**config.mk**
```make
export PLATFORM = sky130hd
export DESIGN_NAME = ysyx_23060221_wbu
export DESIGN_NICKNAME = d
export VERILOG_FILES = /design/src/rtl/ysyx_23060221_wbu.sv
export SDC_FILE = /design/constraint.sdc
export NUM_CORES = 2
export LEC_CHECK = 0
export ABC_AREA = 1
export BUFFER_PORTS_ARGS = -buffer_cell sky130_fd_sc_hd__buf_2
export CORE_MARGIN = 2
export CORE_UTILIZATION = 40
export DETAILED_ROUTE_END_ITERATION = 10
export HOLD_SLACK_MARGIN = 0.06
export REMOVE_ABC_BUFFERS = 1
export SETUP_SLACK_MARGIN = 0.1
export SLEW_MARGIN = 10
export SYNTH_ARGS = -nofsm -noshare
export SYNTH_HDL_FRONTEND = slang
export SYNTH_SLANG_ARGS = --single-unit
```
**constraint.sdc**
```tcl
create_clock -name clk -period 12.08 [get_ports clk]
set_input_delay 0.604 -clock clk [delete_from_list [all_inputs] [get_ports clk]]
set_output_delay 0.604 -clock clk [all_outputs]
set_load 0.02 [all_outputs]
```
**src/rtl/ysyx_23060221_wbu.sv**
```systemverilog
// Write-back / commit stage: owns the GPR file, machine CSRs and architectural PC,
// commits one instruction per handshake and offers the next PC to fetch.
module ysyx_23060221_wbu #(
    parameter logic [31:0] RESET_PC    = 32'h3000_0000,
    parameter logic [31:0] MSTATUS_RST = 32'h0000_1800
) (
    input  logic        clk,
    input  logic        rst,
    input  logic        EXU_valid,
    output logic        WBU_ready,
    output logic        WBU_valid,
    input  logic        IFU_ready,
    input  logic [31:0] exu_pc,
    input  logic [31:0] exu_imm,
    input  logic [31:0] exu_src1,
    input  logic        PCAsrc,
    input  logic        PCBsrc,
    input  logic [31:0] wd,
    input  logic [4:0]  rd,
    input  logic        regwr,
    input  logic        csrw,
    input  logic [11:0] csr_addr,
    input  logic [31:0] csrwdata,
    input  logic        ecall,
    input  logic        mret,
    input  logic [4:0]  raddr1,
    input  logic [4:0]  raddr2,
    output logic [31:0] rdata1,
    output logic [31:0] rdata2,
    input  logic [11:0] csr_raddr,
    output logic [31:0] csrrdata,
    output logic [31:0] pc
);

    localparam logic [11:0] CSR_MSTATUS = 12'h300;
    localparam logic [11:0] CSR_MTVEC   = 12'h305;
    localparam logic [11:0] CSR_MEPC    = 12'h341;
    localparam logic [11:0] CSR_MCAUSE  = 12'h342;

    typedef enum logic [0:0] {
        ST_IDLE  = 1'b0,
        ST_OFFER = 1'b1
    } state_t;

    state_t      state_r;
    state_t      state_nxt_s;
    logic        commit_s;
    logic [31:0] base_s;
    logic [31:0] offset_s;
    logic [31:0] sum_s;
    logic [31:0] npc_s;
    logic [31:0] pc_r;
    logic [31:0] mstatus_r;
    logic [31:0] mtvec_r;
    logic [31:0] mepc_r;
    logic [31:0] mcause_r;
    logic [31:0] gpr_r [0:31];

    assign commit_s = EXU_valid & WBU_ready;
    assign pc       = pc_r;

    // FSM state register
    always_ff @(posedge clk) begin
        if (rst) begin
            state_r <= ST_IDLE;
        end else begin
            state_r <= state_nxt_s;
        end
    end

    // FSM next-state logic
    always_comb begin
        state_nxt_s = state_r;
        case (state_r)
            ST_IDLE: begin
                if (EXU_valid) begin
                    state_nxt_s = ST_OFFER;
                end else begin
                    state_nxt_s = ST_IDLE;
                end
            end
            ST_OFFER: begin
                if (IFU_ready) begin
                    state_nxt_s = ST_IDLE;
                end else begin
                    state_nxt_s = ST_OFFER;
                end
            end
            default: state_nxt_s = ST_IDLE;
        endcase
    end

    // FSM outputs decoded from the registered state
    always_comb begin
        WBU_ready = 1'b0;
        WBU_valid = 1'b0;
        case (state_r)
            ST_IDLE: begin
                WBU_ready = 1'b1;
                WBU_valid = 1'b0;
            end
            ST_OFFER: begin
                WBU_ready = 1'b0;
                WBU_valid = 1'b1;
            end
            default: begin
                WBU_ready = 1'b0;
                WBU_valid = 1'b0;
            end
        endcase
    end

    // Next-PC selection: trap entry beats trap return beats normal flow
    always_comb begin
        base_s   = PCBsrc ? exu_src1 : exu_pc;
        offset_s = PCAsrc ? exu_imm : 32'd4;
        sum_s    = base_s + offset_s;
        if (PCBsrc) begin
            sum_s[0] = 1'b0;
        end else begin
            sum_s[0] = sum_s[0];
        end
        if (ecall) begin
            npc_s = {mtvec_r[31:2], 2'b00};
        end else if (mret) begin
            npc_s = mepc_r;
        end else begin
            npc_s = sum_s;
        end
    end

    // Architectural PC update at commit
    always_ff @(posedge clk) begin
        if (rst) begin
            pc_r <= RESET_PC;
        end else if (commit_s) begin
            pc_r <= npc_s;
        end
    end

    // GPR write port; x1-x31 deliberately carry no reset
    always_ff @(posedge clk) begin
        if (!rst && commit_s && regwr && (rd != 5'd0)) begin
            gpr_r[rd] <= wd;
        end
    end

    // CSR updates; ecall bookkeeping is applied last so it overrides a csrw to mepc/mcause
    always_ff @(posedge clk) begin
        if (rst) begin
            mstatus_r <= MSTATUS_RST;
            mtvec_r   <= 32'd0;
            mepc_r    <= 32'd0;
            mcause_r  <= 32'd0;
        end else if (commit_s) begin
            if (csrw) begin
                case (csr_addr)
                    CSR_MSTATUS: mstatus_r <= csrwdata;
                    CSR_MTVEC:   mtvec_r   <= csrwdata;
                    CSR_MEPC:    mepc_r    <= csrwdata;
                    CSR_MCAUSE:  mcause_r  <= csrwdata;
                    default:     mstatus_r <= mstatus_r;
                endcase
            end
            if (ecall) begin
                mepc_r   <= exu_pc;
                mcause_r <= 32'd11;
            end
        end
    end

    // Combinational GPR read ports, x0 hard-wired to zero
    always_comb begin
        if (raddr1 == 5'd0) begin
            rdata1 = 32'd0;
        end else begin
            rdata1 = gpr_r[raddr1];
        end
        if (raddr2 == 5'd0) begin
            rdata2 = 32'd0;
        end else begin
            rdata2 = gpr_r[raddr2];
        end
    end

    // Combinational CSR read port, unimplemented addresses read zero
    always_comb begin
        case (csr_raddr)
            CSR_MSTATUS: csrrdata = mstatus_r;
            CSR_MTVEC:   csrrdata = mtvec_r;
            CSR_MEPC:    csrrdata = mepc_r;
            CSR_MCAUSE:  csrrdata = mcause_r;
            default:     csrrdata = 32'd0;
        endcase
    end

endmodule

```
# Word-level counts from Yosys, hierarchy flattened
# Memory sizes are Yosys's and may differ from the RTL's.
# Cells that the tools add are included.
# op_classes
n_addsub	1
eq_ne	8
muxes	21
bitwise	2
n_reduce_logical	14
# ops
operator	count
$mux 32	12
$pmux 32 s4	1
$eq 12x10->1 const B	8
$add 32x32->32	1
$reduce_and 3->1	4
$logic_not 5->1	2
$pmux 1 s2	3
$reduce_bool 2->1	3
$mux 1	5
$reduce_bool 5->1	1
$logic_and 1x1->1	3
$and 1x1->1	1
$logic_not 1->1	1
$not 1->1	1
# word_totals
reg_bits	161
ram_bits	1024
output_inout_bits	130
n_memories	1
# memory_table
memory	depth	width	rd	rd_ports_with_merged_regs	write_ports	line_no	rtl
gpr_r	32	32	2	0	1	57	logic [31:0] gpr_r [0:31];

# Depth between registers and ports, before layout
# depth
ltp_word	8
ltp_mapped	20
mapped_depth_nobuf	18

# Least setup slack after synthesis
# OpenSTA, ideal clock, no wires.
# synth_timing
path_type	in2reg
startpoint	in rst
endpoint	mem gpr_r[4][0], enable pin
t_arrival_ns	4.109
path_slack_ns	7.469
path_stages	4
path_buffers	1
cell_sequence	clkbuf_1 -> clkinv_1 -> nand3_1 -> nor4_1
# synth_via
elab_chain_cells	6
# synth_rtl
item	line_no	rtl
from (decl)	8	input logic rst,
$logic_not 1->1	143	if (!rst && commit_s && regwr && (rd != 5'd0)) begin
$logic_and 1x1->1 (3 in a row)	143	
$mux 1	143	
$mux 1 (not written as such)	144	gpr_r[rd] <= wd;
to (decl)	57	
# No other way between the ends.

# Final worst setup path
# layout_timing
startpoint	in raddr1[0]
endpoint	out rdata1[19]
# layout_via
elab_chain_cells	2
word_cells_on_any_way	3
cone_classes	mux (1); reduce/logical (1); memory (1)
# layout_rtl
item	line_no	rtl
from (decl)	26	input logic [4:0] raddr1,
$mem_v2 32x32 or $logic_not 5->1 (tied branches)	--	
$mux 32 *	174	if (raddr1 == 5'd0) begin
to (decl)	28	output logic [31:0] rdata1,
# Every way passes the cells marked *; elsewhere a longest branch is shown, timed or not.

==> results <==
- The cell taking the most area after synthesis is sky130_fd_sc_hd__edfxtp_1.
- The data arrival time of the critical path is 4800 ps.
- Among the stages of the critical path, the cell type that occurs most often is sky130_fd_sc_hd__buf_4.
- The average vias per placed instance is 6.24.
- From synthesis to final layout, the design area changed by 12.0%.
- Of the cells placed in the final design, the portion with a size suffix greater than 1 is 10.3%.
- The tool flagged a number of max-cap violations equal to 0.
- The summed negative setup slack over all endpoints is 0 ps.
- The tree is rooted in a sky130_fd_sc_hd__clkbuf_16.
- For this run, the number of standard cells in the final layout without fillers is 8554.
- The first global-routing pass estimated 330000 um of wire.
- STA classifies the critical path startpoint as an input port.
- The relative slew slack is 19.2%.
- Along the worst path, the maximum fanout reaches 122.
- The sequential group share of total power is 47.4%.
- The DRC marker count from the first detailed-route iteration is 6691.
- The count of port buffers added during placement is 338.
- For this run the aggregate overflow at the end of global routing stands at 0.
- The part of the cycle the worst path needs is 44.7%.
- The clock reaches the later pin of the worst-skew pair after 780 ps.
- The number of failing hold endpoints at the final stage is 0.
- Setup repair after global routing left no endpoint under its margin.
- Across every metal layer, demand over resource in global routing totals 28.8%.
- Walking the worst path, the cells encountered are buf_8 > inv_8 > buf_4 > buf_4 > o21ai_0 > o221ai_1 > a31oi_1 > a21oi_1 > buf_2.
- The count of buffering cells on the critical path with inverters included is 5.
- The power per unit of standard cell area is 142 nW/um^2.
- The total area of multi-input combinational cells is 22100 sq um.
- After floorplanning, the core was divided into 141 placement rows.
- The run finished with clean final reports.
- The cell with the most instances after synthesis is sky130_fd_sc_hd__o21ai_0.
- The initial utilization of the core area, before any placement, comes to 40.3%.
- The HPWL after detailed placement is 127000 um.
- The internal power summed over all cells is 6940 uW.
- At the placement stage, the worst setup path has a slack of 6890 ps.
- The clock-pin slew reported for the worst setup and hold paths after clock tree synthesis is 60 ps.
- A synthesized cell averages 9.24 sq um.
- The layout has 13900 filler cells.
- The largest single stage delay on the critical path is 940 ps.
- The type of destination of the critical path is an output pin.
- Sorting the synthesized cells by area gives the leading types as sky130_fd_sc_hd__edfxtp_1, sky130_fd_sc_hd__o21ai_0, sky130_fd_sc_hd__nor2_1.
- The leakage power figure is 0.0234 uW.
- For this run, the number of Yosys warnings is 0.
- Once the clock tree was built, the setup fixing pass inserted 0 buffers.
- The post-synthesis sequential element count is 1185.
- The switching power of the nets is 2520 uW.
- The height of the die is 390 um.
- 339 I/O pins were placed.
- For the pin with the worst max-slew slack, the measured transition is 1210 ps.
- STA puts the critical path data required time at 11480 ps.
- Along the worst hold path, the cell count comes to 3.
- After detailed routing, the number of remaining DRC violations is 0.
- Clock tree synthesis found a total of 1185 sinks.
- The number of cells upsized or downsized after cts is 0.
- The highest achievable clock rate is 185 MHz.
- The synthesized netlist occupies a cell area of 59500 sq um.
- The net count of the finished layout is 6755.
- The path type of the worst setup path is in2out.
- Entering global routing, the biggest net connects 165 pins.
- Across the routed clock network, the largest skew measured is 38.3 ps.
- The number of placed instances, taps included, is 8307.
- The H-tree was split into 4 levels.
- The number of different library cells used by synthesis comes to 45.
- At the end of routability-driven placement, the weighted congestion stood at 0.943.
- The average wire per standard cell is 26.4 um.
- The core area is 148000 sq um.
- The deepest clock path buffer count is 3.
- The time the worst path needs with I/O delays and setup is 5400 ps.
- Detailed routing inserted a total of 53300 vias.
- The commonest cells after synthesis are sky130_fd_sc_hd__o21ai_0, sky130_fd_sc_hd__nor2_1, sky130_fd_sc_hd__edfxtp_1, sky130_fd_sc_hd__nand2_1, sky130_fd_sc_hd__o221ai_1.
- The number of iterations in the first detailed-routing pass is 6.
- The number of global-route vias before repair is 51100.
- The tightest min-delay check is of the in2reg type.
- Of the total power, combinational logic draws 11.1%.
- The cell type of the slowest stage on the worst timing path is sky130_fd_sc_hd__buf_4.
- The dominant register cell in the synthesized netlist is sky130_fd_sc_hd__edfxtp_1.
- On the critical path the largest part of the delay comes from buffers and inverters.
- The logic depth of the worst path, buffers included is 9.
- After detailed routing, the total wire length is 226000 um.
- The initial antenna violation count was 21.
- The share of the Yosys chip area taken by registers is 57.1%.
- Once detail routing completed, the nets flagged for antenna violations numbered 0.
- Net switching is 26.7% of the power.
- The number of buffers added by the clock tree synthesis step is 135.
- The share of flip-flops with an asynchronous set or reset after synthesis is 0%.
- The die covers 152000 sq um.
- Setup slack on the critical path of the routed design comes to 6680 ps.
- Counting flops with a built-in enable in the synthesized netlist gives 1024.
- Buffers inserted to repair hold after CTS numbered 0.
- Synthesis produced 6439 cells.
- The share of synthesized area in the top cell type comes to 51.7%.
- The max-slew violation count is 0.
- The worst-case IR drop observed on VDD is 0.128 mV.
- The count of cells along the worst register-to-register path is 9.
- The clock network fraction of design power is 41.5%.
- Setup violations remaining at the end of the flow were counted as 0.
- The CTS tree is built.
- The overall die width is 390 um.
- The area taken by flip-flops and latches is 34000 sq um.
-- worst min-delay path: stages --
cell,delay [ps]
sky130_fd_sc_hd__buf_2,100
sky130_fd_sc_hd__a21oi_1,60
sky130_fd_sc_hd__a21oi_1,120
-- registers in the layout, indices dropped and copies added (netlist names) --
name       cells
gpr_r       1024
mcause_r      32
mepc_r        32
mstatus_r     32
mtvec_r       32
pc            32
state_r        1
-- power by group through the flow --
stage,clock network (uW),registers (uW),logic (uW)
6_report,3930,4490,1050
3_5_place_dp,0,4570,1020
2_1_floorplan,0,4580,531
5_1_grt,4140,4490,1130
4_1_cts,3980,4490,1030
3_3_place_gp,0,4570,1010
-- cell families after synthesis --
| group | synth area share, % |
|---|---|
| other | 0.00630 |
| AO/OA/AOI/OAI | 21.4 |
| XOR/XNOR | 0.177 |
| AND/OR/NAND/NOR | 14.3 |
| flip-flops | 57.1 |
| adder cells (fa/ha/maj) | 0.685 |
| buffers and inverters | 6.35 |
-- layout make-up --
type | instances | area share (%)
Antenna cell | 8 | 0.0300
Clock buffer | 163 | 5.32
Clock inverter | 76 | 0.916
Inverter | 375 | 2.18
Multi-Input combinational cell | 4382 | 33.2
Sequential cell | 1185 | 51.0
Tap cell | 1930 | 3.62
Timing Repair Buffer | 435 | 3.75
-- cell usage in the layout, fill, tap and decap left out, types with 92 or more instances in the layout --
cell type | netlist | routed
sky130_fd_sc_hd__buf_2 | 99 | 330
sky130_fd_sc_hd__dfxtp_1 | 161 | 161
sky130_fd_sc_hd__nor2_1 | 1166 | 1135
sky130_fd_sc_hd__buf_4 | 44 | 97
sky130_fd_sc_hd__o21ai_0 | 1209 | 1209
sky130_fd_sc_hd__nand3_1 | 324 | 320
sky130_fd_sc_hd__o22ai_1 | 92 | 92
sky130_fd_sc_hd__nand2_1 | 571 | 570
sky130_fd_sc_hd__a21oi_1 | 367 | 367
sky130_fd_sc_hd__inv_1 | 369 | 363
sky130_fd_sc_hd__o221ai_1 | 399 | 399
sky130_fd_sc_hd__clkbuf_16 | 0 | 137
sky130_fd_sc_hd__edfxtp_1 | 1024 | 1024
-- path summary, 6_finish.rpt --
kind | from | endpoint | slack, ps
worst max-delay path | raddr1[0] | rdata1[19] | 6680
worst min-delay path | exu_pc[15] | mepc_r[15] | 130
worst max register to register | state_r | gpr_r[29][30] | 8300
worst min register to register | mstatus_r[8] | mstatus_r[8] | 450
-- routing by layer --
| metal | GRT usage [%] | vias up | wire, um |
|---|---|---|---|
| li1 | - | 23400 | - |
| met1 | 36.3 | 25600 | 84500 |
| met2 | 46.6 | 3589 | 104000 |
| met3 | 6.52 | 738 | 25700 |
| met4 | 14.6 | 20 | 11600 |
| met5 | 0 | - | 138 |
-- metrics by stage --
step           hold WS, ps  power, uW  instance area [sq um]  utilization, %
2_1_floorplan          426       5110                  57300               -
3_3_place_gp           437       5580                  62500            42.3
3_5_place_dp           445       5590                  62500            42.3
4_1_cts               81.4       9490                  66600            45.1
5_1_grt                130       9750                  66600            45.1
6_report               133       9460                  66600            45.1
(Power assumes the default switching activity.)
